--- src/rtl/screen_sequencer.sv ---
// Cycles a VGA/status output between NUM_SCREENS sources when the current screen requests it.
// Define SCREEN_SEQ_FRAME_ALIGN_EN to hold each switch until the current screen's vsync falls.
module screen_sequencer #(
  parameter int NUM_SCREENS = 3,
  parameter int COLOR_W     = 4,
  parameter int BTN_W       = 3,
  parameter int WAIT_MAX    = 1000000
) (
  input  logic                           clk,
  input  logic                           reset,
  input  logic [NUM_SCREENS*COLOR_W-1:0] r_in,
  input  logic [NUM_SCREENS*COLOR_W-1:0] g_in,
  input  logic [NUM_SCREENS*COLOR_W-1:0] b_in,
  input  logic [NUM_SCREENS-1:0]         hs_in,
  input  logic [NUM_SCREENS-1:0]         vs_in,
  input  logic [NUM_SCREENS*BTN_W-1:0]   btn_in,
  input  logic [NUM_SCREENS-1:0]         adv_req,
  output logic [COLOR_W-1:0]             VGA_R,
  output logic [COLOR_W-1:0]             VGA_G,
  output logic [COLOR_W-1:0]             VGA_B,
  output logic                           VGA_HS,
  output logic                           VGA_VS,
  output logic [BTN_W-1:0]               btn,
  output logic [$clog2(NUM_SCREENS)-1:0] screen_idx,
  output logic                           switch_pulse,
  output logic                           pending
);

  localparam int IDX_W = $clog2(NUM_SCREENS);

  if (NUM_SCREENS < 2 || NUM_SCREENS > 8 || WAIT_MAX < 2) begin : g_bad_params
    $error("screen_sequencer: illegal parameter value");
  end

  logic [COLOR_W-1:0] r_q, r_d, g_q, g_d, b_q, b_d;
  logic               hs_q, hs_d, vs_q, vs_d;
  logic [BTN_W-1:0]   btn_q, btn_d;
  logic [IDX_W-1:0]   idx_q, idx_d, idx_inc;
  logic               pulse_q, pulse_d;
  logic               cur_adv;

  // Output mux always follows the index held before the edge, so a switch
  // shows up on the data outputs one cycle after screen_idx changes.
  always_comb begin
    cur_adv = adv_req[idx_q];
    idx_inc = (idx_q == IDX_W'(NUM_SCREENS - 1)) ? '0 : idx_q + 1'b1;
    r_d     = r_in[idx_q*COLOR_W +: COLOR_W];
    g_d     = g_in[idx_q*COLOR_W +: COLOR_W];
    b_d     = b_in[idx_q*COLOR_W +: COLOR_W];
    hs_d    = hs_in[idx_q];
    vs_d    = vs_in[idx_q];
    btn_d   = btn_in[idx_q*BTN_W +: BTN_W];
  end

`ifdef SCREEN_SEQ_FRAME_ALIGN_EN
  localparam int CNT_W = $clog2(WAIT_MAX) + 1;

  typedef enum logic {IDLE, PEND} state_t;

  state_t           state_q, state_d;
  logic [IDX_W-1:0] next_q, next_d;
  logic [CNT_W-1:0] cnt_q, cnt_d;
  logic             vs_prev_q, vs_prev_d;
  logic             cur_vs;
  logic             commit;

  always_comb begin
    state_d   = state_q;
    next_d    = next_q;
    cnt_d     = cnt_q;
    idx_d     = idx_q;
    pulse_d   = 1'b0;
    commit    = 1'b0;
    cur_vs    = vs_in[idx_q];
    vs_prev_d = cur_vs;
    case (state_q)
      IDLE: begin
        if (cur_adv) begin
          state_d = PEND;
          next_d  = idx_inc;
          cnt_d   = '0;
        end
      end
      PEND: begin
        commit = (vs_prev_q && !cur_vs) || (cnt_q == CNT_W'(WAIT_MAX - 1));
        if (commit) begin
          state_d   = IDLE;
          idx_d     = next_q;
          pulse_d   = 1'b1;
          cnt_d     = '0;
          // Clearing the history means the new screen needs a fresh 1->0.
          vs_prev_d = 1'b0;
        end else if (cnt_q != '1) begin
          cnt_d = cnt_q + 1'b1;
        end
      end
      default: state_d = IDLE;
    endcase
  end

  always_ff @(posedge clk) begin
    if (!reset) begin
      state_q   <= IDLE;
      next_q    <= '0;
      cnt_q     <= '0;
      vs_prev_q <= 1'b0;
    end else begin
      state_q   <= state_d;
      next_q    <= next_d;
      cnt_q     <= cnt_d;
      vs_prev_q <= vs_prev_d;
    end
  end

  assign pending = (state_q == PEND);
`else
  always_comb begin
    idx_d   = idx_q;
    pulse_d = 1'b0;
    if (cur_adv) begin
      idx_d   = idx_inc;
      pulse_d = 1'b1;
    end
  end

  assign pending = 1'b0;
`endif

  always_ff @(posedge clk) begin
    if (!reset) begin
      r_q     <= '0;
      g_q     <= '0;
      b_q     <= '0;
      hs_q    <= 1'b1;
      vs_q    <= 1'b1;
      btn_q   <= '0;
      idx_q   <= '0;
      pulse_q <= 1'b0;
    end else begin
      r_q     <= r_d;
      g_q     <= g_d;
      b_q     <= b_d;
      hs_q    <= hs_d;
      vs_q    <= vs_d;
      btn_q   <= btn_d;
      idx_q   <= idx_d;
      pulse_q <= pulse_d;
    end
  end

  assign VGA_R        = r_q;
  assign VGA_G        = g_q;
  assign VGA_B        = b_q;
  assign VGA_HS       = hs_q;
  assign VGA_VS       = vs_q;
  assign btn          = btn_q;
  assign screen_idx   = idx_q;
  assign switch_pulse = pulse_q;

endmodule

--- config.mk ---
export PLATFORM = sky130hd
export DESIGN_NAME = screen_sequencer
export DESIGN_NICKNAME = d
export VERILOG_FILES = /design/src/rtl/screen_sequencer.sv
export SDC_FILE = /design/constraint.sdc
export NUM_CORES = 1
export LEC_CHECK = 0
export ABC_AREA = 0
export CORE_MARGIN = 2
export CORE_UTILIZATION = 33
export DETAILED_ROUTE_END_ITERATION = 10
export PLACE_DENSITY = 0.79
export RECOVER_POWER = 100
export SYNTH_ARGS = -nofsm -noshare
export SYNTH_HDL_FRONTEND = slang
export SYNTH_SLANG_ARGS = --single-unit
--- constraint.sdc ---
create_clock -name clk -period 1.25 [get_ports clk]
set_clock_uncertainty 0.1 [all_clocks]
set_input_delay 0.25 -clock clk [delete_from_list [all_inputs] [get_ports clk]]
set_output_delay 0.25 -clock clk [all_outputs]
set_load 0.02 [all_outputs]
==> results.cfg <==
[detailed_routing]
post_drt_wl_per_cell_um = 13.2
drt_iter0_drc = 30
drtAntennaViolNets = 0
avgViaCountPerCell = 4.77
routed_wl_mm = 2.91
drc = 0
dr_total_vias = 1050
drtPass1Iterations = 4

[logic_synthesis]
synthArstFlopShare = 0
synth_largest_area_cell = dfxtp_1
synthCells = 109
ys_seq_elements = 20
synthMuxAreaShare = 0.167
synth_edf_count = 0
yosysSeqAreaShare = 0.394
synth_ff_type = dfxtp_1
yosys.area_share.simple = 0.228
synth_nets = 165
syn_area_um2 = 1020
yosysWarnings = 0
synth-compound-area-share = 0.128
netlist_top_cells_area = dfxtp_1 (39%), mux2i_1 (17%), nand3b_1 (13%)
syn_avg_cell_area_um2 = 9.33
yosysUniqueCellTypes = 17
synth_xor_area_frac = 0
synth_top_cells_by_count = dfxtp_1 (20), o21ai_0 (18), mux2i_1 (17), nand3b_1 (17), and2_1 (15)
synth_top_family_by_area = simple AND/OR/NAND/NOR gates
yosysMostFrequentCell = dfxtp_1
synth_top_area_share = 0.394
synth_fa_ha_area_frac = 0

[floorplan]
die_h_um = 59.5
die_width_um = 59.5
dieArea_um2 = 3540
coreArea_um2 = 3000
initial_core_util = 0.339
io_pins = 77
rows = 20

[outcome]
status = finished, final reports clean

[timing]
hold-worst-slack_ps = 463
finalSetupViolCount = 0
finalCritPeriodShare = 0.978
hold_violations = 0
max_freq_mhz = 818
min_period_ps = 1220
rsz0062_at_grt = true
slew_violations = 0

[cts]
cts_made_buffers = 3
clock_path_buffers = 2
cts_tree = yes
cts-root-buf = clkbuf_4
cts.clk_slew.worst_paths_ps = 120
numClockSinks = 20
htreeDepth = 1
clk_latency_ps = 300
hold_buffers = 0

[placed_design]
portBuffers = 75
hpwl_mm = 2.26
placed_cells = 213
gp_congestion = 0.723

[setup_path]
slowest_stage = dfxtp_1
crit_chain = clkdlybuf4s15_2
criticalPathCategory = reg2out
path_delay_family = flip-flops
critPathMaxFanout = 1
arrival_ps = 870
end_kind = output port
critPathBufInv = 1
slowest_delay_ps = 320
cp.required_ps = 900
critPathLaunchType = register

[global_routing]
antenna_found_initial = 0
grt_pass1_wl_mm = 4.53
grt_usage = 0.171
grt_start_max_net_pins = 23
overflow = 0
grt_pass1_vias = 1038

[layout]
drive_above_1_share = 0.187
multi_input_area_um2 = 536
seq_area_um2 = 404
fill_cells = 284
n_antenna_cell = 0
finalNonFillerCells = 220
syn_to_final_growth_pct = 79.0
nNetsFinal = 244

[job]
cap_violations = 0

[pwr]
leakage_nw = 0.742
p_per_area_nw_per_um2 = 983
vdd_drop_max_uv = 412

[hold_path]
holdCritPathClass = in2reg
==> worst paths after layout <==
| kind | depth (start not counted) | end | slack (ps) | start |
|---|---|---|---|---|
| worst max-delay path | 1 | VGA_B[2] | 30 | VGA_B[2] |
| worst min-delay path | 3 | VGA_VS | 460 | vs_in[2] |
| worst max register to register | 4 | VGA_G[3] | 50 | screen_idx[0] |
| worst min register to register | 2 | switch_pulse | 640 | screen_idx[1] |
==> cell families after synthesis <==
kind of cell           count (synthesis)
buffers and inverters                 14
other                                  1
and+or+nand+nor                       34
AOI/OAI and AO/OA                     23
DFF                                   20
muxes                                 17
==> routing by layer <==
layer | share of wire | GRT usage
met4 | 0.012 | 0.0921
met3 | 0.061 | 0.0175
met1 | 0.38 | 0.180
met5 | 0 | 0
met2 | 0.55 | 0.328
==> report_power, final <==
group / total (mW) / internal (mW) / switching, mW
sequential: 0.710 / 0.692 / 0.0186
combinational: 0.545 / 0.325 / 0.220
clock: 0.534 / 0.324 / 0.210
total: 1.79 / 1.34 / 0.449
==> layout by cell type (no fill, tap or decap), types with 2 or more instances in the layout <==
| master | synthesis | routed |
|---|---|---|
| o21ai_0 | 18 | 15 |
| clkdlybuf4s50_1 | 0 | 55 |
| and2_1 | 15 | 15 |
| inv_1 | 3 | 3 |
| nand3b_1 | 17 | 17 |
| clkbuf_2 | 0 | 11 |
| o21ai_1 | 0 | 3 |
| buf_4 | 3 | 7 |
| mux2i_1 | 17 | 17 |
| buf_12 | 0 | 3 |
| clkbuf_4 | 0 | 3 |
| dfxtp_1 | 20 | 19 |
| o211ai_1 | 2 | 2 |
| buf_2 | 2 | 7 |
==> registers in the layout, indices dropped and copies added, names as in the netlist <==
| signal | count |
|---|---|
| VGA_B | 4 |
| VGA_G | 4 |
| VGA_R | 4 |
| btn | 3 |
| screen_idx | 2 |
| VGA_HS | 1 |
| VGA_VS | 1 |
| switch_pulse | 1 |
==> metrics by stage <==
stage	util	instance area (um^2)	TNS (ps)	total power [mW]	setup WS, ps
6_report	0.606	1820	0	1.79	27.7
5_1_grt	0.606	1820	-66.7	1.87	-17.5
4_1_cts	0.612	1840	0	1.80	0.373
3_5_place_dp	0.601	1810	-389	1.29	-144
3_3_place_gp	0.601	1810	-135	1.27	-87.6
2_1_floorplan	-	1020	0	0.977	12.4
==> timing repair <==
item	4_1_cts	5_1_grt
setup buffers	0	3
endpoints found under the setup margin	21	24
pin swaps	0	1
resized for setup	69	22
==> final cells by class <==
class,count,share of cell area
Inverter,3,0.00619
Tap cell,33,0.0227
Sequential cell,20,0.222
Multi-Input combinational cell,75,0.294
Clock buffer,3,0.0124
Clock inverter,1,0.0165
Timing Repair Buffer,85,0.426
No activity file was read; power rests on OpenSTA's default activity.
